`config.mk`:
```
export PLATFORM = sky130hd
export DESIGN_NAME = arbitro_breg
export DESIGN_NICKNAME = d
export VERILOG_FILES = /design/src/rtl/arbitro_breg.sv
export SDC_FILE = /design/constraint.sdc
export NUM_CORES = 1
export LEC_CHECK = 0
export CORE_UTILIZATION = 40
export DETAILED_ROUTE_END_ITERATION = 6
export GPL_ROUTABILITY_DRIVEN = 0
export GPL_TIMING_DRIVEN = 1
export PLACE_DENSITY = 0.81
export SYNTH_ARGS = -nofsm -noshare
export SYNTH_HDL_FRONTEND = slang
export SYNTH_SLANG_ARGS = --single-unit
export TNS_END_PERCENT = 1
```
`constraint.sdc`:
```
create_clock -name clk -period 2.4 [get_ports clk]
set_input_delay 0.72 -clock clk [delete_from_list [all_inputs] [get_ports clk]]
set_output_delay 0.72 -clock clk [all_outputs]
set_load 0.01 [all_outputs]
```
`src/rtl/arbitro_breg.sv`:
```
// Round-robin write-port arbiter for the register file, with a bounded burst lock.
// Optional macro ARB_R0_PROTECT_EN: transfers to address 0 complete the handshake but are never written.
module arbitro_breg #(
  parameter int ANCHO_DATO = 32,
  parameter int ANCHO_DIR  = 5,
  parameter int MAX_RAFAGA = 8
) (
  input  logic                  clk,
  input  logic                  rst_n,
  input  logic                  val0,
  input  logic [ANCHO_DIR-1:0]  dir0,
  input  logic [ANCHO_DATO-1:0] dato0,
  input  logic                  bloq0,
  output logic                  listo0,
  input  logic                  val1,
  input  logic [ANCHO_DIR-1:0]  dir1,
  input  logic [ANCHO_DATO-1:0] dato1,
  input  logic                  bloq1,
  output logic                  listo1,
  output logic [ANCHO_DIR-1:0]  diresc,
  output logic [ANCHO_DATO-1:0] datoesc,
  output logic                  enesc,
  output logic                  propietario,
  output logic                  bloqueado
);

  localparam int CW = $clog2(MAX_RAFAGA + 1);
  localparam logic [CW-1:0] MAXC = CW'(MAX_RAFAGA);

  typedef enum logic [1:0] {LIBRE, BLOQ0, BLOQ1} estado_t;

  estado_t               estado;
  logic [CW-1:0]         cnt;
  logic                  ult;
  logic                  liberar;
  logic                  hay;
  logic                  escribir;
  logic [ANCHO_DIR-1:0]  dir_sel;
  logic [ANCHO_DATO-1:0] dato_sel;

  // Grants are combinational; a release cycle in a lock state grants nobody.
  always_comb begin
    listo0  = 1'b0;
    listo1  = 1'b0;
    liberar = 1'b0;
    case (estado)
      LIBRE: begin
        if (val0 && (!val1 || ult)) listo0 = 1'b1;
        else if (val1)              listo1 = 1'b1;
      end
      BLOQ0: begin
        if (bloq0 && (cnt < MAXC)) listo0 = val0;
        else                       liberar = 1'b1;
      end
      BLOQ1: begin
        if (bloq1 && (cnt < MAXC)) listo1 = val1;
        else                       liberar = 1'b1;
      end
      default: ;
    endcase
  end

  assign hay      = listo0 | listo1;
  assign dir_sel  = listo1 ? dir1  : dir0;
  assign dato_sel = listo1 ? dato1 : dato0;

`ifdef ARB_R0_PROTECT_EN
  assign escribir = hay && (dir_sel != '0);
`else
  assign escribir = hay;
`endif

  // Lock counter runs every cycle in a lock state, idle or not, so the cap is in wall-clock cycles.
  always_ff @(posedge clk or negedge rst_n) begin
    if (!rst_n) begin
      estado      <= LIBRE;
      cnt         <= '0;
      ult         <= 1'b1;
      enesc       <= 1'b0;
      diresc      <= '0;
      datoesc     <= '0;
      propietario <= 1'b0;
      bloqueado   <= 1'b0;
    end else begin
      enesc <= escribir;
      if (escribir) begin
        diresc  <= dir_sel;
        datoesc <= dato_sel;
      end
      if (hay) begin
        propietario <= listo1;
        ult         <= listo1;
      end
      case (estado)
        LIBRE: begin
          if (listo0 && bloq0) begin
            estado    <= BLOQ0;
            cnt       <= CW'(1);
            bloqueado <= 1'b1;
          end else if (listo1 && bloq1) begin
            estado    <= BLOQ1;
            cnt       <= CW'(1);
            bloqueado <= 1'b1;
          end
        end
        BLOQ0, BLOQ1: begin
          if (liberar) begin
            estado    <= LIBRE;
            cnt       <= '0;
            bloqueado <= 1'b0;
            ult       <= (estado == BLOQ1);
          end else begin
            cnt <= cnt + CW'(1);
          end
        end
        default: estado <= LIBRE;
      endcase
    end
  end

endmodule

```
# ---- Word level (Yosys, flattened, before mapping)
# Cells that the tools add are included.
dict set report word_totals {
  word_cells 55
  input_bits 80
  reg_bits 47
}
dict set report op_classes {
  mux 27
  n_eq_ne 4
  n_reduce_logical 13
  n_addsub 1
  order_cmp 1
  bitwise 1
}
# op count
set ops {}
lappend ops {{32-bit 2-to-1 mux} 1}
lappend ops {{1-bit 2-to-1 mux} 13}
lappend ops {{4-bit 2-to-1 mux} 3}
lappend ops {{1-bit one-hot mux with 2 select lines} 4}
lappend ops {{4-bit one-hot mux with 2 select lines} 1}
lappend ops {{2-bit 2-to-1 mux} 3}
lappend ops {{1-bit logical AND} 5}
lappend ops {{5-bit 2-to-1 mux} 1}
lappend ops {{4-bit by 1-bit adder with 4-bit output (second input constant)} 1}
lappend ops {{4-bit < comparator (second input constant)} 1}
lappend ops {{2-bit one-hot mux with 2 select lines} 1}
lappend ops {{2-bit AND reduction} 2}
lappend ops {{3-bit != test (second input constant)} 1}
lappend ops {{3-bit AND reduction} 1}
lappend ops {{2-bit by 1-bit equality test with 1-bit output (second input constant)} 1}
lappend ops {{2-bit equality test (second input constant)} 1}
lappend ops {{2-bit zero test} 1}
lappend ops {{2-bit != test (second input constant)} 1}
lappend ops {{2-bit nonzero test} 1}
lappend ops {{2-bit OR reduction} 1}
lappend ops {{1-bit zero test} 1}
lappend ops {{1-bit logical OR} 1}
lappend ops {{1-bit bitwise OR} 1}

# ---- Depth between registers and ports, before layout
# Gate-level depths: netlist (run 1).
dict set report depth {
  ltp_word 9
  ltp_mapped 10
  depth_no_buf 8
}

# ---- Worst setup path after synthesis (run 1)
# Ideal clock, no wire load.
dict set report synth_path {
  path_type {input -> output}
  start {input port val0}
  end {output port listo1}
  stages 6
  path_slack_ps 283
  arrival_ps 1397
  cell_sequence {nand2_1 -> a22o_1 -> nand2_2 -> inv_2 -> buf_6 -> buf_6}
}
dict set report synth_via {
  elab_chain_cells 3
}
# item line
set synth_rtl {}
lappend synth_rtl {{from (decl)} 10} ;# input logic val0,
lappend synth_rtl {{1-bit logical AND} 48} ;# if (val0 && (!val1 || ult)) listo0 = 1'b1;
lappend synth_rtl {{1-bit 2-to-1 mux} 48}
lappend synth_rtl {{1-bit one-hot mux with 2 select lines} 46} ;# case (estado)
lappend synth_rtl {{to (decl)} 19} ;# output logic listo1,
# No other way between the ends.

# ---- Final worst setup path (run 1)
dict set report layout_path {
  start {input port bloq0}
  end {output port listo0}
}
dict set report layout_via {
  elab_chain_cells 3
}
# item line
set layout_rtl {}
lappend layout_rtl {{from (decl)} 13} ;# input logic bloq0,
lappend layout_rtl {{1-bit logical AND} 52} ;# if (bloq0 && (cnt < MAXC)) listo0 = val0;
lappend layout_rtl {{1-bit 2-to-1 mux} 52}
lappend layout_rtl {{1-bit one-hot mux with 2 select lines} 46}
lappend layout_rtl {{to (decl)} 14} ;# output logic listo0,
# No other way between the ends.

==> out/qor.csv, run 1 <==
metric;value;unit
synth_edf_count;0;
wl_per_cell;13.6;µm
fillers;482;
grt_max_degree;76;
worstMarginPinSlew;0.685;ns
comb_power_share;56.8;%
setup_tns;0;ns
dr.pass1.iters;4;
relSlewSlack;54.3;%
final_cell_mix;116 x clkdlybuf4s50_1, 46 x nand2_1, 46 x dfrtp_1;
post-place-ws;-0.440;ns
cts_root_buf;clkbuf_8;
core_area;0.00561;mm²
antennaDiodeCount;0;
report.final.slew_viol_count;0;
vias;2131;
placed_cell_area;0.00366;mm²
drt_iter0_markers;84;
drv_cap;0;
start_kind;input port;
cp.required;1.68;ns
worstPathArrival;1.61;ns
powerDensity;1180;mW/mm²
skew;0.00691;ns
cts_buffers;5;
io_pins;122;
fp.dieW;78.9;µm
holdBufCountCts;0;
clkPwrFrac;11.7;%
clkLatencyLatePin;0.29;ns
final_common_cell;clkdlybuf4s50_1;
fin_nets;447;
ys_warn_count;0;
io_buffers;121;
finalSetupViolCount;0;
rows;27;
rsz0062_at_grt;false;
dieArea;0.00623;mm²
cts_sinks;47;
synth_area;0.00237;mm²
track_usage;20.0;%
power_switching;1660;µW
ys_ff_latch;47;
grt_pass1_wl;9760;µm
cts_tree;built;
drive_gt1_share;9.62;%
synth_fp_nets;317;
grt_pass1_vias;2186;
dp_hpwl;4410;µm
status;complete, no violations;
multiInputGateArea;0.00105;mm²
path_class;in2out;
leakage;0.00174;µW
fmax;429;MHz
hold_viol;0;
seq_area;0.00118;mm²
die_h;78.9;µm
remaining_drc_errors;0;
hold_path_class;in2async;
synth_cell_types;34;
start_util;42.2;%
worstSetupEndpointType;output port;
drt-total-wl;5930;µm
ir_drop;0.000712;V
intPower;2780;µW
ant_nets;0;
async_flop_share;100;%
synth_seq_area_share;49.7;%
clock_path_buffers;2;
fin_crit;2.33;ns
avgSynthCellArea;10.2;µm²
clk_pin_slew;0.09;ns
seq_power_share;31.5;%
syn2layout_area_growth;59.3;%
cp_max_fo;2;
period_share;97.0;%
antenna_found_initial;0;
overflow;0;
ys.flop_type;dfrtp_1;
ctsHtreeMaxLevel;2;
via_per_inst;4.89;
swShare;37.4;%
whs;0.420;ns
synth_cells;233;
final_area;0.00377;mm²
setup_ws;0.0711;ns
==> metal layers <==
layer / track usage (%) / routed length [µm]
met5: 0 / 0
met4: 6.91 / 91
met3: 5.52 / 505
met2: 36.2 / 3000
met1: 22.5 / 2330
==> per-stage QoR <==
stage / util, % / total power [µW] / std cells
finish: 67.2 / 4430 / 436
global route: 67.2 / 4780 / 436
CTS: 67.1 / 4480 / 436
detailed placement: 65.3 / 3960 / 427
global placement: 65.3 / 3880 / 427
floorplan: - / 2880 / 233
==> cells in the mapped netlist (2+ instances only) <==
cell type  number  share of area [%]
nor2_1          6               0.95
clkbuf_1        3               0.48
a21oi_1         3               0.63
nand2b_1        2               0.53
buf_6           9                4.3
o21ai_1        37                7.8
dfrtp_1        46                 49
ha_1            4                2.1
inv_1           6               0.95
nand3_1         3               0.63
mux2i_1        37                 16
nand2_1        47                7.5
nor2b_1         2               0.53
a22o_1          2               0.74
o21ai_0         7                1.5
==> flip-flops by register name (all words and copies together) (netlist names) <==
register     flops
cnt              4
datoesc         32
ult              1
diresc           5
bloqueado        1
propietario      1
estado           2
enesc            1
==> final timing paths <==
check | end | cells after the start | slack, ns | start
min | datoesc[12]$_DFFE_PN0P_ | 1 | 0.42 | rst_n
max | listo0 | 5 | 0.07 | bloq0
min in group clk | propietario$_DFFE_PN0P_ | 2 | 0.50 | propietario$_DFFE_PN0P_
max in group asynchronous | ult$_DFF_PN1_ | 2 | 1.37 | rst_n
min reg2reg | propietario$_DFFE_PN0P_ | 2 | 0.50 | propietario$_DFFE_PN0P_
max reg2reg | datoesc[30]$_DFFE_PN0P_ | 8 | 0.24 | estado[1]$_DFFE_PN0P_
==> critical path, cell delays in order <==
cell and delay, ns:
clkdlybuf4s50_1 0.42, a22o_1 0.24, nand2_4 0.07, inv_1 0.04, buf_2 0.13
==> cell families after synthesis <==
logic type	Yosys count	share of synthesized area (%)
compound gates	60	14.6
flops	47	49.7
mux	37	15.6
simple gates	65	11.8
buf+inv	20	6.08
fa+ha+maj	4	2.11
==> final cells by class <==
type / count / share of cell area, %
timing repair buffer: 136 / 35.1
sequential: 47 / 31.2
multi-input combinational: 166 / 27.9
clock buffer: 7 / 2.55
tap: 72 / 2.39
inverter: 7 / 0.697
clock inverter: 1 / 0.199
==> what timing repair did <==
item,CTS,global route
buffers inserted,1,0
endpoints found under the hold margin,0,0
pin swaps,4,0
gates cloned,0,0
gates resized for setup,9,3
endpoints found under the setup margin,6,1
==> power groups by stage <==
stage                     clock network (µW)  logic (µW)  registers [µW]
after floorplan                            0        1330            1550
after global placement                     0        2490            1390
after detailed placement                   0        2550            1410
after CTS                                536        2550            1400
after global routing                     561        2770            1440
final                                    518        2520            1390
No activity file was read; power rests on OpenSTA's default activity.
==> run 2: changes to the inputs <==
CORE_UTILIZATION = 35   (was 40)
PLACE_DENSITY = 0.72   (was 0.81)
==> run 2 against run 1 <==
The flow now finishes with violations (design-rule violations). Utilization down 8.3 points. Die area up 14%. Register-to-register slack about the same. Via count up 0.52%. Flip-flop and latch count unchanged. Final area up 0.46%. Critical endpoint is now listo1. Non-clock buffer count up 7. Clock power down 11%. Power down 0.37%.
==> out/qor.csv, run 2 (synthesized netlist as in run 1, its figures left out) <==
metric;value;unit
io_buffers;121;
finalSetupViolCount;0;
dp_hpwl;4290;µm
fin_crit;2.34;ns
powerDensity;1170;mW/mm²
drive_gt1_share;10.8;%
drt-total-wl;5900;µm
whs;0.311;ns
post-route-util;59.0;%
antennaDiodeCount;0;
track_usage;17.3;%
core_area;0.00642;mm²
cp.required;1.68;ns
status;complete, but fails checks;
cts_root_buf;clkbuf_8;
worstMarginPinSlew;0.692;ns
rrSetupSlack;0.23;ns
rsz0062_at_grt;false;
period_share;97.4;%
vias;2142;
rows;29;
hold_viol;0;
ir_drop;0.000816;V
grt_max_degree;76;
clkLatencyLatePin;0.30;ns
cp_max_fo;2;
wl_per_cell;13.2;µm
dieArea;0.00710;mm²
fin_nets;454;
top_register;datoesc;
final_common_cell;clkdlybuf4s50_1;
ant_nets;0;
start_util;36.9;%
path_class;in2out;
die_h;84.2;µm
ctsHtreeMaxLevel;2;
drt_iter0_markers;96;
io_pins;122;
crit_chain;clkdlybuf4s50_1 -> a22o_1 -> nand2_2 -> inv_2 -> buf_2;
hold_path_class;in2async;
overflow;0;
fp.dieW;84.2;µm
remaining_drc_errors;20;
relSlewSlack;53.9;%
cts_tree;built;
antenna_found_initial;0;
failed_checks;design-rule violations;
worstPathArrival;1.62;ns
final_cell_mix;116 x clkdlybuf4s50_1, 47 x nand2_1, 46 x dfrtp_1;
fillers;569;
setup_tns;0;ns
leakage;0.00176;µW
cts_buffers;5;
crit_slowest_cell;clkdlybuf4s50_1;
slowest_delay;0.42;ns
clock_path_buffers;2;
start_kind;input port;
syn2layout_area_growth;60.0;%
dr.pass1.iters;6;
cts_sinks;47;
skew;0.00538;ns
holdBufCountCts;0;
report.final.slew_viol_count;0;
via_per_inst;4.78;
fmax;428;MHz
drv_cap;0;
grt_pass1_vias;2154;
clk_pin_slew;0.09;ns
largest_register_ffs;32;
worstSetupEndpointType;output port;
grt_pass1_wl;9880;µm
top_regs;datoesc: 32 flops, diresc: 5 flops, cnt: 4 flops;
[run 2: routing by layer]
metal | up-vias | track usage, % | share of wire [%]
met1 | 968 | 20.8 | 42
met2 | 85 | 30.1 | 47
li1 | 1079 | - | -
met5 | - | 0 | 0
met3 | 10 | 4.62 | 8.4
met4 | 0 | 6.11 | 1.9
[run 2: final cells by class]
| type | instances | area (µm²) | area share [%] |
|---|---|---|---|
| inverters | 7 | 26.3 | 0.694 |
| flip-flops and latches | 47 | 1180 | 31.1 |
| multi-input cells | 166 | 1050 | 27.6 |
| clock buffers | 5 | 68.8 | 1.82 |
| repair buffers | 143 | 1360 | 35.9 |
| well taps | 77 | 96.3 | 2.54 |
| clock inverters | 3 | 15.0 | 0.396 |
[run 2: worst paths after layout]
path                                               from                 endpoint  cells past startpoint
worst max-delay path                              bloq1                   listo1                      5
worst min-delay path                              rst_n       cnt[0]$_DFFE_PN0P_                      1
worst max register to register    estado[0]$_DFFE_PN0P_          enesc$_DFF_PN0_                     14
worst min register to register  propietario$_DFFE_PN0P_  propietario$_DFFE_PN0P_                      2
max in group asynchronous                         rst_n            ult$_DFF_PN1_                      2
min in group clk                propietario$_DFFE_PN0P_  propietario$_DFFE_PN0P_                      2
[run 2: power breakdown]
group	leakage, µW	switching (µW)	internal (µW)
Sequential	0.000569	202	1180
Clock	0.0000477	262	200
Combinational	0.00114	1190	1370
[run 2: repair_timing]
action / in CTS / in global routing
buffers inserted: 8 / 0
setup endpoints to repair: 4 / 0
gates resized for setup: 10 / 0
[run 2: critical path, delay by kind of cell]
kind / cells / cell delay, ns
compound gates: 1 / 0.22
simple gates: 1 / 0.08
buf+inv: 3 / 0.59
[run 2: through the flow]
| stage | cells | area, µm² | power, µW | setup slack (ns) |
|---|---|---|---|---|
| after floorplan | 233 | 2370 | 2880 | 0.283 |
| after global placement | 432 | 3660 | 3890 | -0.428 |
| after detailed placement | 432 | 3660 | 3940 | -0.450 |
| after CTS | 448 | 3790 | 4470 | 0.0641 |
| after global routing | 448 | 3790 | 4770 | 0.00585 |
| final | 448 | 3790 | 4420 | 0.0630 |
